**config.mk**
```make
export PLATFORM = sky130hd
export DESIGN_NAME = msm_input_loader_flat
export DESIGN_NICKNAME = d
export VERILOG_FILES = /design/src/rtl/msm_input_loader_if.sv /design/src/rtl/msm_input_loader.sv /design/src/flat_wrapper.sv
export SDC_FILE = /design/constraint.sdc
export NUM_CORES = 2
export LEC_CHECK = 0
export BUFFER_PORTS_ARGS = -buffer_cell sky130_fd_sc_hd__buf_2
export CAP_MARGIN = 5
export CORE_AREA = 8 8 577 579
export CTS_CLUSTER_SIZE = 25
export DETAILED_ROUTE_END_ITERATION = 16
export DIE_AREA = 0 0 585 587
export GPL_TIMING_DRIVEN = 0
export PLACE_DENSITY = 0.31
export SYNTH_ARGS = -nofsm -noshare
export SYNTH_HDL_FRONTEND = slang
export SYNTH_SLANG_ARGS = --single-unit
```
**constraint.sdc**
```tcl
create_clock -name ap_clk -period 2.1 [get_ports ap_clk]
set_input_delay 0.21 -clock ap_clk [delete_from_list [all_inputs] [get_ports ap_clk]]
set_output_delay 0.21 -clock ap_clk [all_outputs]
set_load 0.02 [all_outputs]
```
**src/rtl/msm_input_loader_if.sv**
```systemverilog
// Stream, memory-write and msm_arr control bundle for msm_input_loader.
// slave is the loader's view; master is the environment (stream source, memories, msm_arr).
interface msm_input_loader_if #(
  parameter int IN_WIDTH              = 64,
  parameter int ADDR_WIDTH            = 4,
  parameter int EC_BASE_FIELD_WIDTH   = 377,
  parameter int EC_SCALAR_FIELD_WIDTH = 256
);
  logic [IN_WIDTH-1:0]              s_tdata;
  logic                             s_tvalid;
  logic                             s_tready;
  logic                             s_tlast;

  logic [ADDR_WIDTH-1:0]            P_arr_x_address1;
  logic                             P_arr_x_ce1;
  logic                             P_arr_x_we1;
  logic [EC_BASE_FIELD_WIDTH-1:0]   P_arr_x_d1;
  logic [ADDR_WIDTH-1:0]            P_arr_y_address1;
  logic                             P_arr_y_ce1;
  logic                             P_arr_y_we1;
  logic [EC_BASE_FIELD_WIDTH-1:0]   P_arr_y_d1;
  logic [ADDR_WIDTH-1:0]            P_arr_z_address1;
  logic                             P_arr_z_ce1;
  logic                             P_arr_z_we1;
  logic [EC_BASE_FIELD_WIDTH-1:0]   P_arr_z_d1;
  logic [ADDR_WIDTH-1:0]            K_arr_address1;
  logic                             K_arr_ce1;
  logic                             K_arr_we1;
  logic [EC_SCALAR_FIELD_WIDTH-1:0] K_arr_d1;

  logic                             msm_ap_start;
  logic                             msm_ap_ready;
  logic                             msm_ap_done;

  modport slave (
    input  s_tdata, s_tvalid, s_tlast,
    output s_tready,
    output P_arr_x_address1, P_arr_x_ce1, P_arr_x_we1, P_arr_x_d1,
    output P_arr_y_address1, P_arr_y_ce1, P_arr_y_we1, P_arr_y_d1,
    output P_arr_z_address1, P_arr_z_ce1, P_arr_z_we1, P_arr_z_d1,
    output K_arr_address1, K_arr_ce1, K_arr_we1, K_arr_d1,
    output msm_ap_start,
    input  msm_ap_ready, msm_ap_done
  );

  modport master (
    output s_tdata, s_tvalid, s_tlast,
    input  s_tready,
    input  P_arr_x_address1, P_arr_x_ce1, P_arr_x_we1, P_arr_x_d1,
    input  P_arr_y_address1, P_arr_y_ce1, P_arr_y_we1, P_arr_y_d1,
    input  P_arr_z_address1, P_arr_z_ce1, P_arr_z_we1, P_arr_z_d1,
    input  K_arr_address1, K_arr_ce1, K_arr_we1, K_arr_d1,
    input  msm_ap_start,
    output msm_ap_ready, msm_ap_done
  );
endinterface

```
**src/rtl/msm_input_loader.sv**
```systemverilog
// Loads (x,y,z,k) records from a 64-bit stream into the msm_arr memories,
// then runs msm_arr once through its ap_ctrl_hs handshake.
module msm_input_loader #(
  parameter int EC_BASE_FIELD_WIDTH   = 377,
  parameter int EC_SCALAR_FIELD_WIDTH = 256,
  parameter int ADDR_WIDTH            = 4,
  parameter int MEM_SIZE              = 16,
  parameter int IN_WIDTH              = 64
) (
  input  logic                  ap_clk,
  input  logic                  ap_rst_n,
  input  logic                  cfg_start,
  input  logic [ADDR_WIDTH:0]   cfg_num_points,
  msm_input_loader_if.slave     bus,
  output logic                  busy,
  output logic                  done,
  output logic                  err
);
  localparam int NB    = (EC_BASE_FIELD_WIDTH + IN_WIDTH - 1) / IN_WIDTH;
  localparam int NS    = (EC_SCALAR_FIELD_WIDTH + IN_WIDTH - 1) / IN_WIDTH;
  // Shift register sized for the longer (base) field; the scalar sits at its top end.
  localparam int ACC_W = NB * IN_WIDTH;
  localparam int K_LSB = ACC_W - NS * IN_WIDTH;
  localparam int WC_W  = $clog2(NB);
  localparam int NW    = ADDR_WIDTH + 1;
  localparam logic [WC_W-1:0] NB_LAST = WC_W'(NB - 1);
  localparam logic [WC_W-1:0] NS_LAST = WC_W'(NS - 1);
  localparam logic [NW-1:0]   MAX_N   = NW'(MEM_SIZE);

  localparam logic [2:0] S_IDLE      = 3'd0;
  localparam logic [2:0] S_LD_X      = 3'd1;
  localparam logic [2:0] S_LD_Y      = 3'd2;
  localparam logic [2:0] S_LD_Z      = 3'd3;
  localparam logic [2:0] S_LD_K      = 3'd4;
  localparam logic [2:0] S_KICK      = 3'd5;
  localparam logic [2:0] S_WAIT_DONE = 3'd6;
  localparam logic [2:0] S_FIN       = 3'd7;

  logic [2:0]                       state;
  logic [ADDR_WIDTH-1:0]            idx;
  logic [NW-1:0]                    num;
  logic [WC_W-1:0]                  wcnt;
  logic [ACC_W-IN_WIDTH-1:0]        acc;
  logic [ACC_W-1:0]                 word_p0;
  logic                             ld, beat, field_end, last_rec, final_word, cfg_ok;
  logic [ADDR_WIDTH-1:0]            addr_p1;
  logic                             wr_x_p1, wr_y_p1, wr_z_p1, wr_k_p1;
  logic [EC_BASE_FIELD_WIDTH-1:0]   base_d_p1;
  logic [EC_SCALAR_FIELD_WIDTH-1:0] k_d_p1;
  logic                             start_r, done_seen;

  // Stage p0: incoming word joined with the words already collected for this field
  always_comb begin
    ld         = (state == S_LD_X) || (state == S_LD_Y) || (state == S_LD_Z) || (state == S_LD_K);
    beat       = ld && bus.s_tvalid;
    field_end  = beat && (wcnt == ((state == S_LD_K) ? NS_LAST : NB_LAST));
    last_rec   = ({1'b0, idx} == (num - 1'b1));
    final_word = field_end && (state == S_LD_K) && last_rec;
    cfg_ok     = (cfg_num_points != '0) && (cfg_num_points <= MAX_N);
    word_p0    = {bus.s_tdata, acc};
  end

  always_ff @(posedge ap_clk or negedge ap_rst_n) begin
    if (!ap_rst_n) begin
      state     <= S_IDLE;
      idx       <= '0;
      num       <= '0;
      wcnt      <= '0;
      acc       <= '0;
      addr_p1   <= '0;
      wr_x_p1   <= 1'b0;
      wr_y_p1   <= 1'b0;
      wr_z_p1   <= 1'b0;
      wr_k_p1   <= 1'b0;
      base_d_p1 <= '0;
      k_d_p1    <= '0;
      start_r   <= 1'b0;
      done_seen <= 1'b0;
      busy      <= 1'b0;
      done      <= 1'b0;
      err       <= 1'b0;
    end else begin
      wr_x_p1 <= 1'b0;
      wr_y_p1 <= 1'b0;
      wr_z_p1 <= 1'b0;
      wr_k_p1 <= 1'b0;
      done    <= (state == S_FIN);
      if (done) busy <= 1'b0;
      case (state)
        S_IDLE: begin
          // busy still covers the done cycle, so a start there is ignored
          if (cfg_start && !busy) begin
            busy      <= 1'b1;
            err       <= !cfg_ok;
            num       <= cfg_num_points;
            idx       <= '0;
            wcnt      <= '0;
            done_seen <= 1'b0;
            state     <= cfg_ok ? S_LD_X : S_FIN;
          end
        end
        S_LD_X, S_LD_Y, S_LD_Z, S_LD_K: begin
          if (beat) begin
            acc  <= word_p0[ACC_W-1:IN_WIDTH];
            wcnt <= field_end ? '0 : wcnt + 1'b1;
            // Stage p1: field complete, present it on port 1 for one strobe cycle
            if (field_end) begin
              addr_p1 <= idx;
              case (state)
                S_LD_X: begin base_d_p1 <= word_p0[EC_BASE_FIELD_WIDTH-1:0]; wr_x_p1 <= 1'b1; state <= S_LD_Y; end
                S_LD_Y: begin base_d_p1 <= word_p0[EC_BASE_FIELD_WIDTH-1:0]; wr_y_p1 <= 1'b1; state <= S_LD_Z; end
                S_LD_Z: begin base_d_p1 <= word_p0[EC_BASE_FIELD_WIDTH-1:0]; wr_z_p1 <= 1'b1; state <= S_LD_K; end
                default: begin
                  k_d_p1  <= word_p0[K_LSB +: EC_SCALAR_FIELD_WIDTH];
                  wr_k_p1 <= 1'b1;
                  if (last_rec) state <= S_KICK;
                  else begin
                    idx   <= idx + 1'b1;
                    state <= S_LD_X;
                  end
                end
              endcase
            end
            // An early tlast aborts the run; the word itself is still written
            if (bus.s_tlast && !final_word) begin
              err   <= 1'b1;
              state <= S_FIN;
            end else if (final_word && !bus.s_tlast) begin
              err <= 1'b1;
            end
          end
        end
        S_KICK: begin
          if (!start_r) start_r <= 1'b1;
          else if (bus.msm_ap_ready) begin
            start_r <= 1'b0;
            state   <= S_WAIT_DONE;
          end
          if (start_r && bus.msm_ap_done) done_seen <= 1'b1;
        end
        S_WAIT_DONE: if (bus.msm_ap_done || done_seen) state <= S_FIN;
        S_FIN:       state <= S_IDLE;
        default:     state <= S_IDLE;
      endcase
    end
  end

  assign bus.s_tready         = ld;
  assign bus.P_arr_x_address1 = addr_p1;
  assign bus.P_arr_x_ce1      = wr_x_p1;
  assign bus.P_arr_x_we1      = wr_x_p1;
  assign bus.P_arr_x_d1       = base_d_p1;
  assign bus.P_arr_y_address1 = addr_p1;
  assign bus.P_arr_y_ce1      = wr_y_p1;
  assign bus.P_arr_y_we1      = wr_y_p1;
  assign bus.P_arr_y_d1       = base_d_p1;
  assign bus.P_arr_z_address1 = addr_p1;
  assign bus.P_arr_z_ce1      = wr_z_p1;
  assign bus.P_arr_z_we1      = wr_z_p1;
  assign bus.P_arr_z_d1       = base_d_p1;
  assign bus.K_arr_address1   = addr_p1;
  assign bus.K_arr_ce1        = wr_k_p1;
  assign bus.K_arr_we1        = wr_k_p1;
  assign bus.K_arr_d1         = k_d_p1;
  assign bus.msm_ap_start     = start_r;
endmodule
```
**src/flat_wrapper.sv**
```systemverilog
// flat-port wrapper written by rule: the top's interface ports become plain ports
module msm_input_loader_flat 
#(
  parameter int EC_BASE_FIELD_WIDTH   = 377,
  parameter int EC_SCALAR_FIELD_WIDTH = 256,
  parameter int ADDR_WIDTH            = 4,
  parameter int MEM_SIZE              = 16,
  parameter int IN_WIDTH              = 64
)
  (ap_clk, ap_rst_n, cfg_start, cfg_num_points, busy, done, err, bus_s_tdata, bus_s_tvalid, bus_s_tlast, bus_s_tready, bus_P_arr_x_address1, bus_P_arr_x_ce1, bus_P_arr_x_we1, bus_P_arr_x_d1, bus_P_arr_y_address1, bus_P_arr_y_ce1, bus_P_arr_y_we1, bus_P_arr_y_d1, bus_P_arr_z_address1, bus_P_arr_z_ce1, bus_P_arr_z_we1, bus_P_arr_z_d1, bus_K_arr_address1, bus_K_arr_ce1, bus_K_arr_we1, bus_K_arr_d1, bus_msm_ap_start, bus_msm_ap_ready, bus_msm_ap_done);
  msm_input_loader_if #(.IN_WIDTH(IN_WIDTH), .ADDR_WIDTH(ADDR_WIDTH), .EC_BASE_FIELD_WIDTH(EC_BASE_FIELD_WIDTH), .EC_SCALAR_FIELD_WIDTH(EC_SCALAR_FIELD_WIDTH)) bus_i ();
  input  logic ap_clk;
  input  logic ap_rst_n;
  input  logic cfg_start;
  input  logic [ADDR_WIDTH:0] cfg_num_points;
  output logic busy;
  output logic done;
  output logic err;
  input wire logic [$bits(bus_i.s_tdata)-1:0] bus_s_tdata;
  input wire logic [$bits(bus_i.s_tvalid)-1:0] bus_s_tvalid;
  input wire logic [$bits(bus_i.s_tlast)-1:0] bus_s_tlast;
  output wire logic [$bits(bus_i.s_tready)-1:0] bus_s_tready;
  output wire logic [$bits(bus_i.P_arr_x_address1)-1:0] bus_P_arr_x_address1;
  output wire logic [$bits(bus_i.P_arr_x_ce1)-1:0] bus_P_arr_x_ce1;
  output wire logic [$bits(bus_i.P_arr_x_we1)-1:0] bus_P_arr_x_we1;
  output wire logic [$bits(bus_i.P_arr_x_d1)-1:0] bus_P_arr_x_d1;
  output wire logic [$bits(bus_i.P_arr_y_address1)-1:0] bus_P_arr_y_address1;
  output wire logic [$bits(bus_i.P_arr_y_ce1)-1:0] bus_P_arr_y_ce1;
  output wire logic [$bits(bus_i.P_arr_y_we1)-1:0] bus_P_arr_y_we1;
  output wire logic [$bits(bus_i.P_arr_y_d1)-1:0] bus_P_arr_y_d1;
  output wire logic [$bits(bus_i.P_arr_z_address1)-1:0] bus_P_arr_z_address1;
  output wire logic [$bits(bus_i.P_arr_z_ce1)-1:0] bus_P_arr_z_ce1;
  output wire logic [$bits(bus_i.P_arr_z_we1)-1:0] bus_P_arr_z_we1;
  output wire logic [$bits(bus_i.P_arr_z_d1)-1:0] bus_P_arr_z_d1;
  output wire logic [$bits(bus_i.K_arr_address1)-1:0] bus_K_arr_address1;
  output wire logic [$bits(bus_i.K_arr_ce1)-1:0] bus_K_arr_ce1;
  output wire logic [$bits(bus_i.K_arr_we1)-1:0] bus_K_arr_we1;
  output wire logic [$bits(bus_i.K_arr_d1)-1:0] bus_K_arr_d1;
  output wire logic [$bits(bus_i.msm_ap_start)-1:0] bus_msm_ap_start;
  input wire logic [$bits(bus_i.msm_ap_ready)-1:0] bus_msm_ap_ready;
  input wire logic [$bits(bus_i.msm_ap_done)-1:0] bus_msm_ap_done;
  assign bus_i.s_tdata = bus_s_tdata;
  assign bus_i.s_tvalid = bus_s_tvalid;
  assign bus_i.s_tlast = bus_s_tlast;
  assign bus_s_tready = bus_i.s_tready;
  assign bus_P_arr_x_address1 = bus_i.P_arr_x_address1;
  assign bus_P_arr_x_ce1 = bus_i.P_arr_x_ce1;
  assign bus_P_arr_x_we1 = bus_i.P_arr_x_we1;
  assign bus_P_arr_x_d1 = bus_i.P_arr_x_d1;
  assign bus_P_arr_y_address1 = bus_i.P_arr_y_address1;
  assign bus_P_arr_y_ce1 = bus_i.P_arr_y_ce1;
  assign bus_P_arr_y_we1 = bus_i.P_arr_y_we1;
  assign bus_P_arr_y_d1 = bus_i.P_arr_y_d1;
  assign bus_P_arr_z_address1 = bus_i.P_arr_z_address1;
  assign bus_P_arr_z_ce1 = bus_i.P_arr_z_ce1;
  assign bus_P_arr_z_we1 = bus_i.P_arr_z_we1;
  assign bus_P_arr_z_d1 = bus_i.P_arr_z_d1;
  assign bus_K_arr_address1 = bus_i.K_arr_address1;
  assign bus_K_arr_ce1 = bus_i.K_arr_ce1;
  assign bus_K_arr_we1 = bus_i.K_arr_we1;
  assign bus_K_arr_d1 = bus_i.K_arr_d1;
  assign bus_msm_ap_start = bus_i.msm_ap_start;
  assign bus_i.msm_ap_ready = bus_msm_ap_ready;
  assign bus_i.msm_ap_done = bus_msm_ap_done;
  msm_input_loader #(.EC_BASE_FIELD_WIDTH(EC_BASE_FIELD_WIDTH), .EC_SCALAR_FIELD_WIDTH(EC_SCALAR_FIELD_WIDTH), .ADDR_WIDTH(ADDR_WIDTH), .MEM_SIZE(MEM_SIZE), .IN_WIDTH(IN_WIDTH)) u_core (.ap_clk(ap_clk), .ap_rst_n(ap_rst_n), .cfg_start(cfg_start), .cfg_num_points(cfg_num_points), .bus(bus_i), .busy(busy), .done(done), .err(err));
endmodule
```
# ---- Word level (Yosys, flattened, before mapping)
# Cells that the tools add are included.
dict set report classes {
  n_addsub 3
  mul 0
  div_mod_pow 0
  magnitude_cmp 1
  eq_ne 20
  shifts 0
  n_mux 51
  bitwise 1
  reduce_logical 33
}
# op count
set ops {}
lappend ops {{$mux W3} 13}
lappend ops {{$mux W1} 27}
lappend ops {{$mux W4} 5}
lappend ops {{$pmux W3 S5} 1}
lappend ops {{$eq A3 B3 Y1 const B} 4}
lappend ops {{$ne A2 B1 Y1 const B} 6}
lappend ops {{$reduce_and A4 Y1} 3}
lappend ops {{$reduce_and A6 Y1} 2}
lappend ops {{$logic_and A1 B1 Y1} 9}
lappend ops {{$pmux W3 S3} 1}
lappend ops {{$reduce_and A3 Y1} 3}
lappend ops {{$pmux W4 S2} 1}
lappend ops {{$eq A3 B2 Y1 const B} 2}
lappend ops {{$ne A2 B2 Y1 const B} 3}
lappend ops {{$ne A3 B1 Y1 const B} 2}
lappend ops {{$pmux W3 S2} 1}
lappend ops {{$eq A4 B5 Y1} 1}
lappend ops {{$le A5 B5 Y1 const B} 1}
lappend ops {{$reduce_bool A5 Y1} 1}
lappend ops {{$sub A5 B1 Y5 const B} 1}
lappend ops {{$add A4 B1 Y4 const B} 1}
lappend ops {{$logic_not A1 Y1} 4}
lappend ops {{$logic_or A1 B1 Y1} 4}
lappend ops {{$pmux W1 S2} 2}
lappend ops {{9 further kinds} 11}
dict set report word_totals {
  ff_bits 981
  latchBits 0
  ramBits 0
  romBits 0
  input_bits 76
  memories 0
}

# ---- Depth between registers and ports, before layout
dict set report depth {
  depth_word 13
  depth_mapped 9
}

# ---- Worst setup path after synthesis
# OpenSTA, ideal clock, no wires.
dict set report synth_timing {
  path_type {reg2reg}
  from {register u_core.state[2]}
  to {register u_core.base_d_p1[179] (netlist: u_core.bus.P_arr_x_d1[179])}
  setup_time_ps 125
  t_arrival_ps 1840
  required_ps 1975
  path_slack_ps 136
  path_stages_with_launch 8
  cell_sequence {dfrtp_1 buf_4 nor4_1 and3_1 buf_2 buf_2 buf_4 mux2_2}
}
dict set report synth_via {
  elab_chain_len 7
  elab_cells_between_ends 14
}
# element line_no
set synth_rtl {}
lappend synth_rtl {{start: declaration} msm_input_loader.sv:39} ;# logic [2:0] state;
lappend synth_rtl {{start signal: assignment} msm_input_loader.sv:99} ;# state <= cfg_ok ? S_LD_X : S_FIN;
lappend synth_rtl {{parallel branches: the longest is 6 deep, another holds $eq A3 B3 Y1} -}
lappend synth_rtl {{$reduce_and A4 Y1 (no line) (*)} -}
lappend synth_rtl {{end signal: assignment} msm_input_loader.sv:75} ;# base_d_p1 <= '0;
lappend synth_rtl {{end signal: assignment} msm_input_loader.sv:110} ;# S_LD_X: begin base_d_p1 <= word_p0[EC_BASE_FIELD_WIDTH-1:0]; wr_x_p1 <= 1'b1; state <= S_LD_Y; end
lappend synth_rtl {{end signal: assignment} msm_input_loader.sv:111} ;# S_LD_Y: begin base_d_p1 <= word_p0[EC_BASE_FIELD_WIDTH-1:0]; wr_y_p1 <= 1'b1; state <= S_LD_Z; end
lappend synth_rtl {{end: declaration} msm_input_loader.sv:48} ;# logic [EC_BASE_FIELD_WIDTH-1:0] base_d_p1;
# Every way passes the cells marked *.
# A chain may end at the register's enable or synchronous reset.

# ---- Worst setup path in the final report
dict set report layout_timing {
  from {register u_core.state[0]}
  to {register u_core.base_d_p1[261] (netlist: u_core.bus.P_arr_x_d1[261])}
}
# The elaborated chain is that of the path after synthesis.

==> metrics.md <==
| Metric | Value |
|---|---|
| Req. time, crit path | approximately 2.8 ns |
| Row cnt | 209 |
| Post-synthesis adder-cell area fraction | 0.1112% |
| Fin Hold WS | -0.6877 ns |
| Number of enable flip-flop cells after synthesis | 0 |
| CTS tree | built |
| Max-cap violation count | 0 |
| Clock slew at reported path FFs | about 0.060 ns |
| DRC | 0 |
| First-pass GRT wire length | 363,900 um |
| Cts bufs inserted | ~140 |
| Xor/xnor share of the synthesized area | less than 1% |
| Clock Sinks | 981 |
| Pleak | around 38 nW |
| Final Worst Setup Slack | -0.2872 ns |
| Crit path cell chain | buf_6, nor2_4, nor4_4, and3_4, buf_16, buf_16, buf_16, buf_12, clkbuf_16, mux2_4 |
| Yosys top cell by area | dfrtp_1 |
| CP max FO | 5 |
| Main synth FF type | dfrtp_1 |
| Mux cell area share after synthesis | 10.04% |
| Total Wirelength | around 280,000 um |
| Post-Synthesis Cells | ~4,200 |
| Largest net degree at the start of global routing | ~150 |
| I/O Buffers | 1,490 |
| DP HPWL | approximately 220,000 um |
| Max Fclk | 0.4189 GHz |
| Syn_nets | between 4,000 and 5,000 |
| Worst VDD drop | roughly 0.77 mV |
| Final #Nets | a little over 6,000 |
| Floorplan core area | roughly 320,000 sq um |
| Setup violations, final | approximately 910 |
| Worst Setup Start Kind | register |
| Worst path arrival time | slightly above 3 ns |
| Total grt overflow | 0 |
| Vias | ~36,000 |
| FILL cells | 35,846 |
| GRT Total Usage | between 15 and 20% |
| Flops & latches, synth | between 900 and 1,000 |
| Post-synth top area share | about 57% |
| Outcome | complete, but fails checks |
| Avg Vias per Cell | 3.425 |
| Post-detailed-route wirelength per cell | around 27 um |
| Fin util | between 20 and 25% |
| Compound-Gate Fraction of Synth Area | less than 1% |
| Clock period minus worst slack | 2.387 ns |
| Maximum root-to-sink buffer count | 4 |
| Initial DRC count | about 1,900 |
| Most common cell on crit path | buf_16 |
| Drt first pass iters | 5 |
| Pwr dens | 1608 nW/um^2 |
| Fraction of layout cells with a size suffix above 1 | about 54% |
| Setup crit start | u_core.state[0] |
| Die Ht | approximately 590 um |
| Sequential fraction of the synthesis area | between 50% and 60% |
| Routability cong. | approximately 0.82 |
| Largest family of logic cells by synthesized area | simple AND/OR/NAND/NOR gates |
| Headroom to the max-slew limit | between 20% and 30% |
| ANT nets after route | 0 |
| Hold Violations, Final | 382 |
| RSZ-0062 raised after global routing | true |
| Largest delay contributor family on the critical path | buffers and inverters |
| Worst path bufs/invs | 6 |
| Final period utilization | 113.7% |
| Mapped Area | ~43,000 sq um |
| CTS root buffer | clkbuf_16 |
| Final max-slew violation count | 0 |
| Setup TNS | -116.04 ns |
| Area grow syn2layout | 55.27% |
| Worst min-delay path class | in2async |
| # IOs | about 1,500 |
| Die area | around 340,000 sq um |
| Initial antenna violation count | 53 |
| Cell at the slowest stage of the critical path | and3_4 |
| Chip Width | 585 um |
| CTS H-Tree Depth | 4 |
| Least-Margin Pin Slew | between 1 and 1.5 ns |
| Largest stage delay on the critical path | 0.35 ns |
| Vias in the first global route | around 38,000 |
| Fin Clk Skew | 0.03334 ns |
| Total power draw | ~110 mW |
| Dominant cells by area after synthesis | dfrtp_1 (57%), nand2_1 (15%), buf_4 (14%), mux2_2 (10%), buf_2 (0.84%) |
| Yosys synthesis warning count | 0 |
| Initial Utilization | roughly an eighth |
| Distinct cell type count after synthesis | 49 |
| Mean Syn Cell Area | roughly 10 sq um |
| Worst Setup End Kind | register |
| Worst reg2reg startpoint | u_core.state[0] |
| Failing checks | hold timing, setup timing |
| Worst setup path category | reg2reg |
| Ys async rst share | 100.0% |
| Insertion delay to the later sink of the worst-skew pair | between 0.8 and 0.9 ns |
| Post-synthesis simple-gate area fraction | around 16% |
[per-stage QoR]
step                hold WS (ns)  area (sq um)  std cells  setup WS, ns
global route             -0.7119         66300      10427       -0.3579
finish                   -0.6877         66380      10458       -0.2872
detailed placement        0.1706         55830       9988        -1.841
CTS                      -0.7371         65060      10402       -0.3087
floorplan               -0.08559         42750       4166        0.1356
global placement          0.4324         55620       9981        -23.67
[synth_stat cells (3+ instances only)]
cell type and count:
nand4b_1 3, o211ai_1 4, clkbuf_1 80, xnor2_1 6, o31ai_1 3, inv_1 7, nor2_1 8, o21ai_0 8
nand3_1 7, buf_2 72, and3_1 6, dfrtp_1 981, nand2_1 1748, ha_1 3, a21oi_1 7, and2_1 5
a31oi_1 4, buf_4 791, buf_1 4, nor3_1 4, mux2_2 381
[final timing paths]
path | cells after the start | endpoint | slack [ns]
hold / removal | 1 | u_core.bus.K_arr_d1[242] | -0.69
setup reg to reg | 10 | u_core.bus.P_arr_x_d1[261] | -0.29
hold reg to reg | 2 | u_core.bus.K_arr_d1[15] | 0.46
max in group asynchronous | 4 | u_core.acc[75] | 0.13
min in group ap_clk | 4 | u_core.state[2] | 0.10
setup / recovery | 10 | u_core.bus.P_arr_x_d1[261] | -0.29
[cells in the final DEF, fill, tap and decap left out, types with 3 or more instances in the layout]
cell,netlist,routed
clkbuf_16,0,190
dfrtp_4,0,5
o21ai_0,8,8
nand3_1,7,7
dfrtp_2,0,5
and2_1,5,4
xnor2_1,6,5
nand2_4,0,23
clkinv_2,1,16
buf_12,0,61
diode_2,0,34
clkinv_8,0,3
nand2_2,0,100
buf_8,0,13
inv_1,7,7
buf_16,0,37
nor2_1,8,8
a31oi_1,4,4
buf_4,791,796
ha_1,3,3
clkbuf_1,80,56
clkbuf_2,0,11
bufinv_16,0,8
dlygate4sd3_1,0,74
nand4b_1,3,3
nor3_1,4,4
clkbuf_4,0,16
mux2_2,381,175
inv_6,0,6
dfrtp_1,981,971
and3_1,6,5
buf_2,72,1510
clkbuf_8,0,40
o211ai_1,4,4
nand2_1,1748,1625
mux2_4,0,206
clkinv_16,0,4
a21oi_1,7,6
buf_6,1,31
[flip-flops by register name (all words and copies together) (netlist names)]
signal                     flops
u_core.bus.K_arr_d1          256
u_core.acc                   320
u_core.wcnt                    3
u_core.bus.P_arr_x_d1        377
u_core.busy                    1
u_core.idx                     4
u_core.bus.P_arr_z_ce1         1
u_core.bus.P_arr_y_ce1         1
u_core.bus.K_arr_address1      4
u_core.done_seen               1
u_core.state                   3
u_core.err                     1
u_core.bus.K_arr_ce1           1
u_core.done                    1
u_core.bus.msm_ap_start        1
u_core.bus.P_arr_x_ce1         1
u_core.num                     5
[layout make-up]
| class | count | area [sq um] | share of cell area, % |
|---|---|---|---|
| Multi-Input combinational cell | 2230 | 12850 | 19.36 |
| Buffer | 942 | 8135 | 12.26 |
| Sequential cell | 981 | 24570 | 37.02 |
| Clock inverter | 41 | 554.3 | 0.8351 |
| Inverter | 8 | 56.30 | 0.08483 |
| Clock buffer | 199 | 3900 | 5.876 |
| Timing Repair Buffer | 1697 | 10780 | 16.24 |
| Antenna cell | 34 | 85.08 | 0.1282 |
| Tap cell | 4325 | 5411 | 8.153 |
| Timing Repair inverter | 1 | 30.03 | 0.04524 |
[repair_timing]
action,in CTS,in global routing
pin swaps,127,31
hold buffers,74,2
endpoints found under the setup margin,1172,1394
gates resized for setup,635,286
cloned,47,17
buffers inserted,53,16
hold endpoints to repair,638,269
[cells by family after synthesis]
group | after synthesis
AND/OR/NAND/NOR | 1795
buffers and inverters | 956
XOR/XNOR | 8
adder cells (fa/ha/maj) | 4
flip-flops | 981
AO/OA/AOI/OAI | 41
multiplexers | 381
[worst register-to-register path, cell delays in order, from the launching register on]
cell	delay, ns
dfrtp_1	0.34
buf_6	0.11
nor2_4	0.06
nor4_4	0.30
and3_4	0.35
buf_16	0.18
buf_16	0.17
buf_16	0.17
buf_12	0.14
clkbuf_16	0.17
mux2_4	0.29
[power breakdown]
group	total, mW	switching [mW]	internal (mW)
registers	37.6	12.6	25.1
logic	45.5	26.4	19.1
clock network	23.6	9.65	14.0
[per-layer routing]
layer,track usage (%),vias to the layer above,part of all wire [%],wire length (um)
li1,-,16102,-,-
met1,19.88,18197,43,121300
met2,26.50,1220,48,135000
met3,2.642,282,5.0,13920
met4,4.587,18,3.1,8665
met5,0,-,0.042,118
No activity file was read; power rests on OpenSTA's default activity.
